==> src/rtl/rtc_bus_arbiter.sv <==
// rtc_bus_arbiter
// Shares the RTC address/control bus between the initialisation sequencer,
// the set-time write machine and the display-refresh read sequencer.
// One owner at a time, each ownership bounded by HOLD_MAX cycles, and a
// GAP_CYCLES turnaround between owners.
//
// Ports:
//   clk                         system clock, rising edge
//   reset                       synchronous reset, active-low
//   req_init / req_wr / req_rd  bus requests
//   addr_init / addr_wr / addr_rd  per-requester address
//   gnt_init / gnt_wr / gnt_rd  one-hot (or zero) grants
//   bus_addr                    registered address of the current owner
//   bus_wr                      1 = write cycle (owner init or wr)
//   bus_busy                    1 while in OWN or GAP
//   timeout                     one-cycle pulse on a forced release
//
// Optional feature macro: ROUND_ROBIN_EN
//   defined   : wr/rd ties go to whichever was not granted most recently
//   undefined : fixed priority init > wr > rd

module rtc_bus_arbiter #(
  parameter logic [11:0] HOLD_MAX   = 12'h04a,
  parameter int          GAP_CYCLES = 4,
  parameter int          ADDR_W     = 8
) (
  input  logic              clk,
  input  logic              reset,
  input  logic              req_init,
  input  logic              req_wr,
  input  logic              req_rd,
  input  logic [ADDR_W-1:0] addr_init,
  input  logic [ADDR_W-1:0] addr_wr,
  input  logic [ADDR_W-1:0] addr_rd,
  output logic              gnt_init,
  output logic              gnt_wr,
  output logic              gnt_rd,
  output logic [ADDR_W-1:0] bus_addr,
  output logic              bus_wr,
  output logic              bus_busy,
  output logic              timeout
);

  localparam int GAP_W = $clog2(GAP_CYCLES + 1);

  typedef enum logic [1:0] {IDLE, OWN, GAP} state_t;
  typedef enum logic [1:0] {SRC_INIT = 2'd0, SRC_WR = 2'd1, SRC_RD = 2'd2} src_t;

  state_t              state_reg, state_next;
  src_t                owner_reg, owner_next;
  src_t                winner;
  logic [11:0]         hold_cnt_reg, hold_cnt_next;
  logic [GAP_W-1:0]    gap_cnt_reg, gap_cnt_next;
  logic [2:0]          lock_reg, lock_next;
  logic [2:0]          gnt_reg, gnt_next;
  logic [ADDR_W-1:0]   bus_addr_reg, bus_addr_next;
  logic                bus_wr_reg, bus_wr_next;
  logic                bus_busy_reg, bus_busy_next;
  logic                timeout_reg, timeout_next;
  logic [2:0]          req_vec;
  logic [2:0]          elig;
  logic [ADDR_W-1:0]   owner_addr;
`ifdef ROUND_ROBIN_EN
  logic                last_wr_reg, last_wr_next;
`endif

  // Bit order everywhere: [0]=init, [1]=wr, [2]=rd.
  assign req_vec = {req_rd, req_wr, req_init};
  // A locked-out requester stays ineligible until it drops its request.
  assign elig    = req_vec & ~lock_reg;

  always_comb begin
    owner_addr = addr_init;
    case (owner_reg)
      SRC_WR:  owner_addr = addr_wr;
      SRC_RD:  owner_addr = addr_rd;
      default: owner_addr = addr_init;
    endcase
  end

  // Winner selection; init always dominates, wr/rd tie policy is configurable.
  always_comb begin
    winner = SRC_RD;
    if (elig[0]) begin
      winner = SRC_INIT;
    end else if (elig[1] && elig[2]) begin
`ifdef ROUND_ROBIN_EN
      winner = last_wr_reg ? SRC_RD : SRC_WR;
`else
      winner = SRC_WR;
`endif
    end else if (elig[1]) begin
      winner = SRC_WR;
    end
  end

  always_comb begin
    state_next    = state_reg;
    owner_next    = owner_reg;
    hold_cnt_next = hold_cnt_reg;
    gap_cnt_next  = gap_cnt_reg;
    gnt_next      = gnt_reg;
    bus_addr_next = bus_addr_reg;
    bus_wr_next   = bus_wr_reg;
    bus_busy_next = bus_busy_reg;
    timeout_next  = 1'b0;
`ifdef ROUND_ROBIN_EN
    last_wr_next  = last_wr_reg;
`endif
    // Lockout clears on any edge where the request is low.
    for (int i = 0; i < 3; i++) begin
      lock_next[i] = req_vec[i] & lock_reg[i];
    end

    case (state_reg)
      IDLE: begin
        if (|elig) begin
          state_next    = OWN;
          owner_next    = winner;
          hold_cnt_next = 12'd1;
          gnt_next      = 3'(1) << winner;
          bus_busy_next = 1'b1;
`ifdef ROUND_ROBIN_EN
          if (winner == SRC_WR) last_wr_next = 1'b1;
          if (winner == SRC_RD) last_wr_next = 1'b0;
`endif
        end
      end

      OWN: begin
        if (!req_vec[owner_reg] || hold_cnt_reg == HOLD_MAX) begin
          // Request low wins over the hold limit: that is a normal release.
          state_next    = GAP;
          gap_cnt_next  = GAP_W'(1);
          gnt_next      = 3'b000;
          bus_addr_next = '0;
          bus_wr_next   = 1'b0;
          if (req_vec[owner_reg]) begin
            timeout_next = 1'b1;
            for (int i = 0; i < 3; i++) begin
              if (owner_reg == src_t'(i)) lock_next[i] = 1'b1;
            end
          end
        end else begin
          hold_cnt_next = hold_cnt_reg + 12'd1;
          bus_addr_next = owner_addr;
          bus_wr_next   = (owner_reg != SRC_RD);
        end
      end

      GAP: begin
        if (gap_cnt_reg == GAP_W'(GAP_CYCLES)) begin
          state_next    = IDLE;
          bus_busy_next = 1'b0;
        end else begin
          gap_cnt_next = gap_cnt_reg + GAP_W'(1);
        end
      end

      default: begin
        state_next    = IDLE;
        gnt_next      = 3'b000;
        bus_addr_next = '0;
        bus_wr_next   = 1'b0;
        bus_busy_next = 1'b0;
      end
    endcase
  end

  always_ff @(posedge clk) begin
    if (!reset) begin
      state_reg    <= IDLE;
      owner_reg    <= SRC_INIT;
      hold_cnt_reg <= '0;
      gap_cnt_reg  <= '0;
      lock_reg     <= '0;
      gnt_reg      <= '0;
      bus_addr_reg <= '0;
      bus_wr_reg   <= 1'b0;
      bus_busy_reg <= 1'b0;
      timeout_reg  <= 1'b0;
`ifdef ROUND_ROBIN_EN
      last_wr_reg  <= 1'b0;
`endif
    end else begin
      state_reg    <= state_next;
      owner_reg    <= owner_next;
      hold_cnt_reg <= hold_cnt_next;
      gap_cnt_reg  <= gap_cnt_next;
      lock_reg     <= lock_next;
      gnt_reg      <= gnt_next;
      bus_addr_reg <= bus_addr_next;
      bus_wr_reg   <= bus_wr_next;
      bus_busy_reg <= bus_busy_next;
      timeout_reg  <= timeout_next;
`ifdef ROUND_ROBIN_EN
      last_wr_reg  <= last_wr_next;
`endif
    end
  end

  assign gnt_init = gnt_reg[0];
  assign gnt_wr   = gnt_reg[1];
  assign gnt_rd   = gnt_reg[2];
  assign bus_addr = bus_addr_reg;
  assign bus_wr   = bus_wr_reg;
  assign bus_busy = bus_busy_reg;
  assign timeout  = timeout_reg;

endmodule

==> config.mk <==
export PLATFORM = sky130hd
export DESIGN_NAME = rtc_bus_arbiter
export DESIGN_NICKNAME = d
export VERILOG_FILES = /design/src/rtl/rtc_bus_arbiter.sv
export SDC_FILE = /design/constraint.sdc
export NUM_CORES = 1
export LEC_CHECK = 0
export BUFFER_PORTS_ARGS = -buffer_cell sky130_fd_sc_hd__buf_4
export CAP_MARGIN = 20
export CORE_MARGIN = 3
export CORE_UTILIZATION = 40
export CTS_BUF_LIST = sky130_fd_sc_hd__clkbuf_4
export DETAILED_ROUTE_END_ITERATION = 10
export GPL_TIMING_DRIVEN = 0
export MAX_ROUTING_LAYER = met4
export SYNTH_ARGS = -nofsm -noshare
export SYNTH_HDL_FRONTEND = slang
export SYNTH_SLANG_ARGS = --single-unit
==> constraint.sdc <==
create_clock -name clk -period 2.84 [get_ports clk]
set_input_delay 0.426 -clock clk [delete_from_list [all_inputs] [get_ports clk]]
set_output_delay 0.426 -clock clk [all_outputs]
set_load 0.02 [all_outputs]
# == Word level (Yosys, flattened, before mapping) ==
# Cells that the tools add are included.
# totals
reg_bits,36
inputBits,29
output_inout_bits,14
wordCells,82
# classes
add_sub_neg,2
n_lt_le_gt_ge,1
eq_ne,12
shift,1
muxes,33
bitwise,7
n_reduce_logical,16
# ops
op,n
$pmux 8 s2,2
$mux 12,2
$pmux 12 s2,1
$mux 3,7
$reduce_and 3->1,6
$add 12x1->12 const B,1
$eq 12x7->1 const B,1
$mux 2,6
$ne 2x2->1 const B,6
$pmux 3 s3,1
$mux 1,8
$mux 8,1
$pmux 2 s3,1
$pmux 3 s2,1
$eq 2x1->1 const B,2
$eq 2x2->1 const B,2
$logic_not 2->1,2
$reduce_bool 2->1,2
$add 3x1->3 const B,1
$and 1x1->1,3
$and 3x3->3,1
$eq 3x3->1 const B,1
$lt 2x3->1 const B,1
$not 3->3,1
11 further kinds,12

# == Logic depth before layout (Yosys ltp) ==
# Gate-level depths: netlist (run 1).
# logic_depth
ltp_word,8
depth_mapped,8
ltp_nobuf,7

# == Worst setup path before layout (run 1) ==
# No wires, ideal clock.
# synth_path
path_type,reg-to-reg
start,reg hold_cnt_reg[0]
end,reg hold_cnt_reg[8]
setup_ns,0.128
t_arrival_ns,1.693
required_time_ns,2.712
setup_slack_ns,1.019
path_stages_with_launch,9
path_buffers,1
synth_period_minus_slack_ns,1.821
cell_sequence,dfxtp_1 inv_1 ha_1 nor4bb_1 and3_4 o311a_1 buf_2 o21ai_0 o41ai_2
# synth_via
elab_chain_len,4
word_cells_on_any_way,7
cone_classes,1 x add/sub; 2 x eq/ne; 2 x mux; 2 x reduce/logical
# synth_rtl
element,line_no,rtl
start: declaration,52,"logic [11:0] hold_cnt_reg, hold_cnt_next;"
start signal: assignment,188,hold_cnt_reg <= hold_cnt_next;
branches (longest 4 deep; another with $add 12x1->12),--,
# Several ways; the timed one is not identified. The select of a mux whose other input is x is not followed.
# A chain may end at the register's enable or synchronous reset.

# == Worst setup path after layout (run 1) ==
# Ends and elaborated chain as after synthesis.

==> results.toml, run 1 <==
[yosys]
synth_top_cell_area_share_pct = 40.3
synth_cells = 209
synth_area_leaders = "dfxtp_1 (40%), o21ai_0 (7.8%), nand2_1 (5.5%), ha_1 (4.9%), nor2b_1 (4.6%)"
synth_edf_count = 0
synth_cell_types = 43
yosysWarningCount = 0
synth-seq-area-share_pct = 40.3
synth-main-ff-cell = "dfxtp_1"
async_flop_share_pct = 0
avgSynthCellArea_sq_um = 8.55
yosys.area.top_type = "dfxtp_1"
ys_ff_latch = 36
mappedNetlistArea_sq_um = 1790
synthesis.nets = 245

[timing]
relSlewSlack_pct = 55.4
hold_violations = 0
worst_pin_slew_ps = 664
finalCritPeriodShare_pct = 72.1
timing.fmax_mhz = 488
rsz0062_at_grt = "no"
setup_viol = 0
fin_setup_tns_ps = 0
slew_violations = 0
layout_min_cycle_time_ps = 2050
skew_ps = 14.0

[clocking]
clk_pin_slew_ps = 110
post_cts_buffers = 0
postCtsHoldBufs = 0
cts_inserted_buffers = 5
post_cts_resized = 0
clk_latency_ps = 340
ctsRootBufferMaster = "clkbuf_4"
htree_levels = 2
cts_tree = "done"
clkSinkCount = 36
cts_max_path_buffers = 2

[floorplan]
start_util_pct = 43.1
rows = 23
io_pins = 43
coreArea_sq_um = 4140
die_area_sq_um = 5300
die_x_um = 72.8
fp.dieH_um = 72.8

[grt]
grt_max_degree = 11
grt_pass1_vias = 1435
overflow = 0
grt_pass1_wl_mm = 6.84
antenna_found_initial = 0
track_usage_pct = 16.8

[power]
powerDensity_nw_per_um2 = 464
leakage_nw = 0.901
ir_drop_mv = 0.263

[finish]
utilization_pct = 53.6
antenna_cells = 0
syn2layout_area_growth_pct = 24.3
final_cell_mix = "buf_4 (42), dfxtp_1 (36), o21ai_0 (28)"
final_area_sq_um = 2220
final_common_cell = "buf_4"
nFillCells = 439
num-nets-final = 294
largest_reg_flops = 12
drive_gt1_share_pct = 22.4

[placed_design]
dp_hpwl_mm = 3.06
port_buffers = 42
place.gp.congestion = 0.795
placedInstanceArea_sq_um = 2160

[worst_setup_path]
worst-path-buf-inv = 2
cpMaxStageDelayCell = "dfxtp_1"
arrival_ps = 2270
slowest_delay_ps = 400
worstPathMaxFanout = 10
path_class = "flop to flop"
r2r_slack_ps = 790
start_kind = "flop"
path_delay_family = "compound AO/OA/AOI/OAI gates"
crit_required_ps = 3060
cp_cell_sequence = "inv_1, ha_1, nor4bb_1, and3_4, o311a_1, buf_2, o21ai_0, o41ai_2"
cp-end-kind = "flop"

[drt]
ant_nets = 0
drc_errors = 0
vias_per_cell = 5.32
firstDrtPassIters = 4
drt-wirelength-per-cell_um = 13.3
drt_iter0_drc = 83
num_vias = 1645
totalWireLength_mm = 4.12

[job]
cap_violations = 0

[hold_path]
hold_path_class = "primary input to flop"

[run_status]
outcome = "complete, no violations"
==> cell families after synthesis <==
logic type	synth area share (%)
adders and majority gates	4.90
and+or+nand+nor	23.6
xor gates and xnor gates	0.490
muxes	0.630
AOI/OAI and AO/OA	25.8
DFF	40.3
buffers and inverters	4.27
==> cells in the mapped netlist (2+ instances only) <==
library cell   n
dfxtp_1       36
o21ai_0       28
nand2_1       26
nor2b_1       13
nor2_1        10
a22oi_1        9
o31ai_1        8
ha_1           7
inv_1          7
nand3_1        7
a21oi_1        5
clkbuf_1       5
a21boi_0       4
and3_1         4
nand4_1        3
o41ai_1        3
a22o_1         2
a31oi_1        2
a32o_1         2
and2_1         2
buf_6          2
nand2b_1       2
nor3b_1        2
==> worst register-to-register path, stage by stage, from the launching register on <==
cell	delay, ps
dfxtp_1	400
inv_1	100
ha_1	200
nor4bb_1	150
and3_4	210
o311a_1	360
buf_2	190
o21ai_0	230
o41ai_2	100
==> per-layer routing <==
metal  vias up  track usage (%)  wire (um)
met3         7             4.55        229
met5         -                -          0
met4         0             5.53         55
met1       740             23.3       2100
met2        39             23.5       1730
li1        859                -          -
==> worst paths after layout <==
| kind | from | end | cells after the start |
|---|---|---|---|
| setup / recovery | hold_cnt_reg[0] | hold_cnt_reg[8] | 8 |
| hold / removal | req_wr | lock_reg[1] | 3 |
| setup reg to reg | hold_cnt_reg[0] | hold_cnt_reg[8] | 8 |
| hold reg to reg | bus_addr[3] | bus_addr[3] | 2 |
==> layout make-up <==
type                    count  area (sq um)  share of cell area [%]
multi-input cells         157           990                    44.6
repair buffers             42           315                    14.2
flip-flops and latches     36           721                    32.5
inverters                   7          26.3                    1.18
plain buffers               9          50.0                    2.25
well taps                  50          62.6                    2.82
clock inverters             1          3.75                   0.169
clock buffers               7          52.6                    2.37
==> where the power goes <==
group | switching [W] | internal [W] | total [W]
combinational | 0.000115 | 0.0000919 | 0.000207
clock | 0.000163 | 0.000114 | 0.000277
sequential | 0.0000166 | 0.000529 | 0.000546
==> per-stage QoR <==
stage,setup WS (ps),hold WS [ps],power (W),cells
after floorplan,1020,441,0.000679,209
after global placement,744,434,0.000765,301
after CTS,783,350,0.00104,309
final,791,349,0.00103,309
after global routing,639,349,0.00110,309
after detailed placement,719,443,0.000767,301
(Power assumes the default switching activity.)
==> run 2: changes to the inputs <==
==> constraint.sdc (replaced) <==
create_clock -name clk -period 2.1 [get_ports clk]
set_input_delay 0.315 -clock clk [delete_from_list [all_inputs] [get_ports clk]]
set_output_delay 0.315 -clock clk [all_outputs]
set_load 0.02 [all_outputs]
==> results.toml, run 2 (synthesis results as in run 1) <==
[run_status]
outcome = "complete, no violations"

[hold_path]
worstHoldStart = "req_wr"
holdPathStages = 3
hold_end = "lock_reg[1]"
hold_path_class = "primary input to flop"

[finish]
final_common_cell = "buf_4"
largest_reg_flops = 12
drive_gt1_share_pct = 23.6
stdcell_count = 309
num-nets-final = 294
final_cell_mix = "buf_4 (42), dfxtp_1 (35), o21ai_0 (27)"
antenna_cells = 0
final_area_sq_um = 2230
syn2layout_area_growth_pct = 25.0

[floorplan]
coreArea_sq_um = 4140
fp.dieH_um = 72.8
rows = 23
start_util_pct = 43.1
die_x_um = 72.8
die_area_sq_um = 5300
io_pins = 43

[grt]
grt_pass1_vias = 1435
grt_max_degree = 11
antenna_found_initial = 0
track_usage_pct = 16.8
grt_pass1_wl_mm = 6.84
overflow = 0

[drt]
totalWireLength_mm = 4.12
drt-wirelength-per-cell_um = 13.3
firstDrtPassIters = 4
num_vias = 1633
ant_nets = 0
top_layer = "met4"
drt_iter0_drc = 70
vias_per_cell = 5.28
wl_met2_mm = 1.75
dr_wl_met3_um = 241
wl_met1_mm = 2.07
drc_errors = 0

[timing]
fin_setup_tns_ps = 0
slew_violations = 0
finalCritPeriodShare_pct = 92.6
rsz0062_at_grt = "no"
skew_ps = 14.8
worst_pin_slew_ps = 657
relSlewSlack_pct = 55.8
hold_violations = 0
layout_min_cycle_time_ps = 1950
timing.fmax_mhz = 514
setup_viol = 0

[clocking]
clkSinkCount = 36
cts_tree = "done"
htree_levels = 2
ctsRootBufferMaster = "clkbuf_4"
postCtsHoldBufs = 0
clk_pin_slew_ps = 110
cts_inserted_buffers = 5
cts_max_path_buffers = 2
clk_latency_ps = 340

[placed_design]
dp_hpwl_mm = 3.06
placedInstanceArea_sq_um = 2160
place.gp.congestion = 0.795
port_buffers = 42
placed_cells = 301

[worst_setup_path]
r2r-end = "hold_cnt_reg[4]"
cp_cell_sequence = "inv_1, ha_1, nor4bb_2, and3_4, o311a_1, buf_2, o21ai_0, o31ai_1"
start_kind = "flop"
path_delay_family = "compound AO/OA/AOI/OAI gates"
slowest_delay_ps = 370
cp-end-kind = "flop"
worst-path-buf-inv = 2
worstPathMaxFanout = 10
r2r_cells = 8
arrival_ps = 2170
crit_required_ps = 2320
r2r_slack_ps = 150
path_class = "flop to flop"
cpMaxStageDelayCell = "dfxtp_2"
r2r-start = "hold_cnt_reg[0]"

[job]
cap_violations = 0

[power]
powerDensity_nw_per_um2 = 625
ir_drop_mv = 0.356
leakage_nw = 0.902
[run 2: cell counts in the layout (fill, tap and decap cells not counted)]
No cell type changed its count.
[run 2: timing repair]
action                                  CTS  global route
resized for setup                         0             4
endpoints found under the setup margin    0            15
buffers inserted                          0             0
[run 2: cell type report]
type	instances	area [sq um]
Buffer	9	50.0
Clock buffer	7	52.6
Clock inverter	1	3.75
Fill cell	440	1910
Inverter	7	26.3
Multi-Input combinational cell	157	1000
Sequential cell	36	722
Tap cell	50	62.6
Timing Repair Buffer	42	315
[run 2: worst max-delay path by stage]
stage / startpoint / endpoint / slack, ps / cells past startpoint
global route: hold_cnt_reg[0] / hold_cnt_reg[5] / 40 / 8
finish: hold_cnt_reg[0] / hold_cnt_reg[4] / 150 / 8
global placement: hold_cnt_reg[0] / gnt_reg[1] / 90 / 7
floorplan: hold_cnt_reg[0] / hold_cnt_reg[8] / 280 / 8
detailed placement: hold_cnt_reg[0] / hold_cnt_reg[8] / 50 / 8
CTS: hold_cnt_reg[0] / hold_cnt_reg[8] / 40 / 8
[run 2: power breakdown]
group / leakage [nW] / switching, W / total [W] / internal, W
Combinational: 0.575 / 0.000157 / 0.000282 / 0.000124
Sequential: 0.293 / 0.0000223 / 0.000739 / 0.000716
Clock: 0.0338 / 0.000221 / 0.000375 / 0.000155
[run 2: metrics by stage]
| stage | util, % | power (W) | worst slack (ps) | hold slack [ps] |
|---|---|---|---|---|
| finish | 53.9 | 0.00140 | 155 | 239 |
| CTS | 53.6 | 0.00141 | 42.8 | 239 |
| global placement | 52.2 | 0.00104 | 89.3 | 434 |
| global route | 53.9 | 0.00149 | 39.6 | 238 |
| detailed placement | 52.2 | 0.00104 | 54.9 | 443 |
| floorplan | - | 0.000918 | 279 | 441 |
[run 2: routing by layer]
metal | global-route usage [%] | vias up
li1 | - | 856
met1 | 23.3 | 730
met2 | 23.5 | 42
met3 | 4.55 | 5
met4 | 5.53 | 0
met5 | - | -
[run 2: worst reg2reg max path, cell delays in order (launching register included)]
cell,delay (ps)
dfxtp_2,370
inv_1,80
ha_1,190
nor4bb_2,170
and3_4,210
o311a_1,360
buf_2,190
o21ai_0,190
o31ai_1,90
==> run 3: changes to the inputs <==
--- a/config.mk
+++ b/config.mk
@@ -13,6 +13,7 @@
 export DETAILED_ROUTE_END_ITERATION = 10
 export GPL_TIMING_DRIVEN = 0
 export MAX_ROUTING_LAYER = met4
+export RECOVER_POWER = 25
 export SYNTH_ARGS = -nofsm -noshare
 export SYNTH_HDL_FRONTEND = slang
 export SYNTH_SLANG_ARGS = --single-unit
==> results.toml, run 3 (synthesis results as in run 1) <==
[run_status]
outcome = "complete, no violations"

[finish]
seq_area_sq_um = 722
syn2layout_area_growth_pct = 22.5
final_cell_mix = "dfxtp_1 (35), buf_4 (30), o21ai_0 (27)"
num-nets-final = 294
drive_gt1_share_pct = 18.9
final_common_cell = "dfxtp_1"
stdcell_count = 309
antenna_cells = 0
largest_reg_flops = 12
multi_input_area_sq_um = 1000
nFillCells = 453

[power]
seqPwrFrac_pct = 53.4
intPower_w = 0.000982
ir_drop_mv = 0.357
swShare_pct = 28.9
clockPowerShare_pct = 27.1
combinationalPowerShare_pct = 19.5
power_switching_w = 0.000400
leakage_nw = 0.851
powerDensity_nw_per_um2 = 631

[clocking]
ctsRootBufferMaster = "clkbuf_4"
cts_inserted_buffers = 5
clk_latency_ps = 330
cts_tree = "done"
htree_levels = 2
clk_pin_slew_ps = 110
postCtsHoldBufs = 0
clkSinkCount = 36
cts_max_path_buffers = 2

[placed_design]
dp_hpwl_mm = 3.06
port_buffers = 42
pre_cts_ws_ps = 54.9
placed_cells = 301
place.gp.congestion = 0.795

[worst_setup_path]
crit_cells = 8
cp-end-kind = "flop"
start_kind = "flop"
path_class = "flop to flop"
cp_cell_sequence = "inv_1, ha_1, nor4bb_2, and3_4, o311a_1, buf_2, o21ai_1, o41ai_2"
arrival_ps = 2160
worstPathMaxFanout = 10
r2r-start = "hold_cnt_reg[0]"
worst-path-buf-inv = 2
critPathLaunch = "hold_cnt_reg[0]"
crit_required_ps = 2320
r2r_cells = 8
slowest_delay_ps = 370
cpMaxStageDelayCell = "dfxtp_2"
path_delay_family = "compound AO/OA/AOI/OAI gates"

[timing]
setup_viol = 0
rsz0062_at_grt = "no"
finalCritPeriodShare_pct = 92.4
hold_violations = 0
setup_ws_ps = 159
layout_min_cycle_time_ps = 1940
relSlewSlack_pct = 55.2
timing.fmax_mhz = 515
fin_setup_tns_ps = 0
slew_violations = 0
skew_ps = 13.6
timing.hold.ws_ps = 242
worst_pin_slew_ps = 666

[hold_path]
worstHoldStart = "req_wr"
holdPathStages = 3
hold_path_class = "primary input to flop"

[drt]
drt_iter0_drc = 72
num_vias = 1639
firstDrtPassIters = 4
drc_errors = 0
vias_per_cell = 5.30
ant_nets = 0
drt-wirelength-per-cell_um = 13.3
totalWireLength_mm = 4.11

[grt]
track_usage_pct = 16.8
grt_pass1_vias = 1435
antenna_found_initial = 0
grt_pass1_wl_mm = 6.84
overflow = 0
grt_max_degree = 11

[floorplan]
start_util_pct = 43.1
coreArea_sq_um = 4140
io_pins = 43
die_x_um = 72.8
fp.dieH_um = 72.8
die_area_sq_um = 5300
rows = 23

[job]
cap_violations = 0
-- run 3: cell count changes in the layout (fill, tap and decap cells not counted) --
cell      change
clkbuf_1     +12
buf_4        -12
-- run 3: timing repair --
| action | 4_1_cts | 5_1_grt |
|---|---|---|
| setup buffers | 0 | 0 |
| resized for setup | 0 | 4 |
| endpoints found under the setup margin | 0 | 15 |
-- run 3: final timing paths --
path,endpoint,slack (ps)
min reg2reg,bus_addr[3],460
min,lock_reg[1],240
max reg2reg,hold_cnt_reg[8],160
max,hold_cnt_reg[8],160
-- run 3: metal layers --
| layer | global-route usage [%] | part of all wire, % | vias up | wire [um] |
|---|---|---|---|---|
| met1 | 23.3 | 51 | 737 | 2090 |
| met4 | 5.53 | 1.1 | 0 | 46 |
| met3 | 4.55 | 5.5 | 5 | 224 |
| met5 | - | 0 | - | 0 |
| li1 | - | - | 855 | - |
| met2 | 23.5 | 42 | 42 | 1740 |
-- run 3: cell type report --
type | count | area share (%)
Tap cell | 50 | 2.86
Buffer | 9 | 2.29
Timing Repair Buffer | 42 | 12.3
Multi-Input combinational cell | 157 | 45.7
Inverter | 7 | 1.20
Sequential cell | 36 | 33.0
Clock buffer | 7 | 2.40
Clock inverter | 1 | 0.172
-- run 3: per-stage QoR --
| stage | area [sq um] | util, % | power (W) |
|---|---|---|---|
| 6_report | 2190 | 52.8 | 0.00138 |
| 3_5_place_dp | 2160 | 52.2 | 0.00104 |
| 4_1_cts | 2220 | 53.6 | 0.00141 |
| 5_1_grt | 2190 | 52.8 | 0.00148 |
| 3_3_place_gp | 2160 | 52.2 | 0.00104 |
| 2_1_floorplan | 1790 | - | 0.000918 |
-- run 3: power groups by stage --
| stage | logic [W] | clock network [W] | registers [W] |
|---|---|---|---|
| after floorplan | 0.000145 | 0 | 0.000773 |
| final | 0.000269 | 0.000375 | 0.000738 |
| after detailed placement | 0.000283 | 0 | 0.000754 |
| after global placement | 0.000282 | 0 | 0.000753 |
| after CTS | 0.000285 | 0.000390 | 0.000738 |
| after global routing | 0.000304 | 0.000431 | 0.000744 |
-- run 3: worst reg2reg max path: stages (launching register included) --
cell,delay [ps]
dfxtp_2,370
inv_1,80
ha_1,190
nor4bb_2,170
and3_4,210
o311a_1,360
buf_2,190
o21ai_1,180
o41ai_2,90
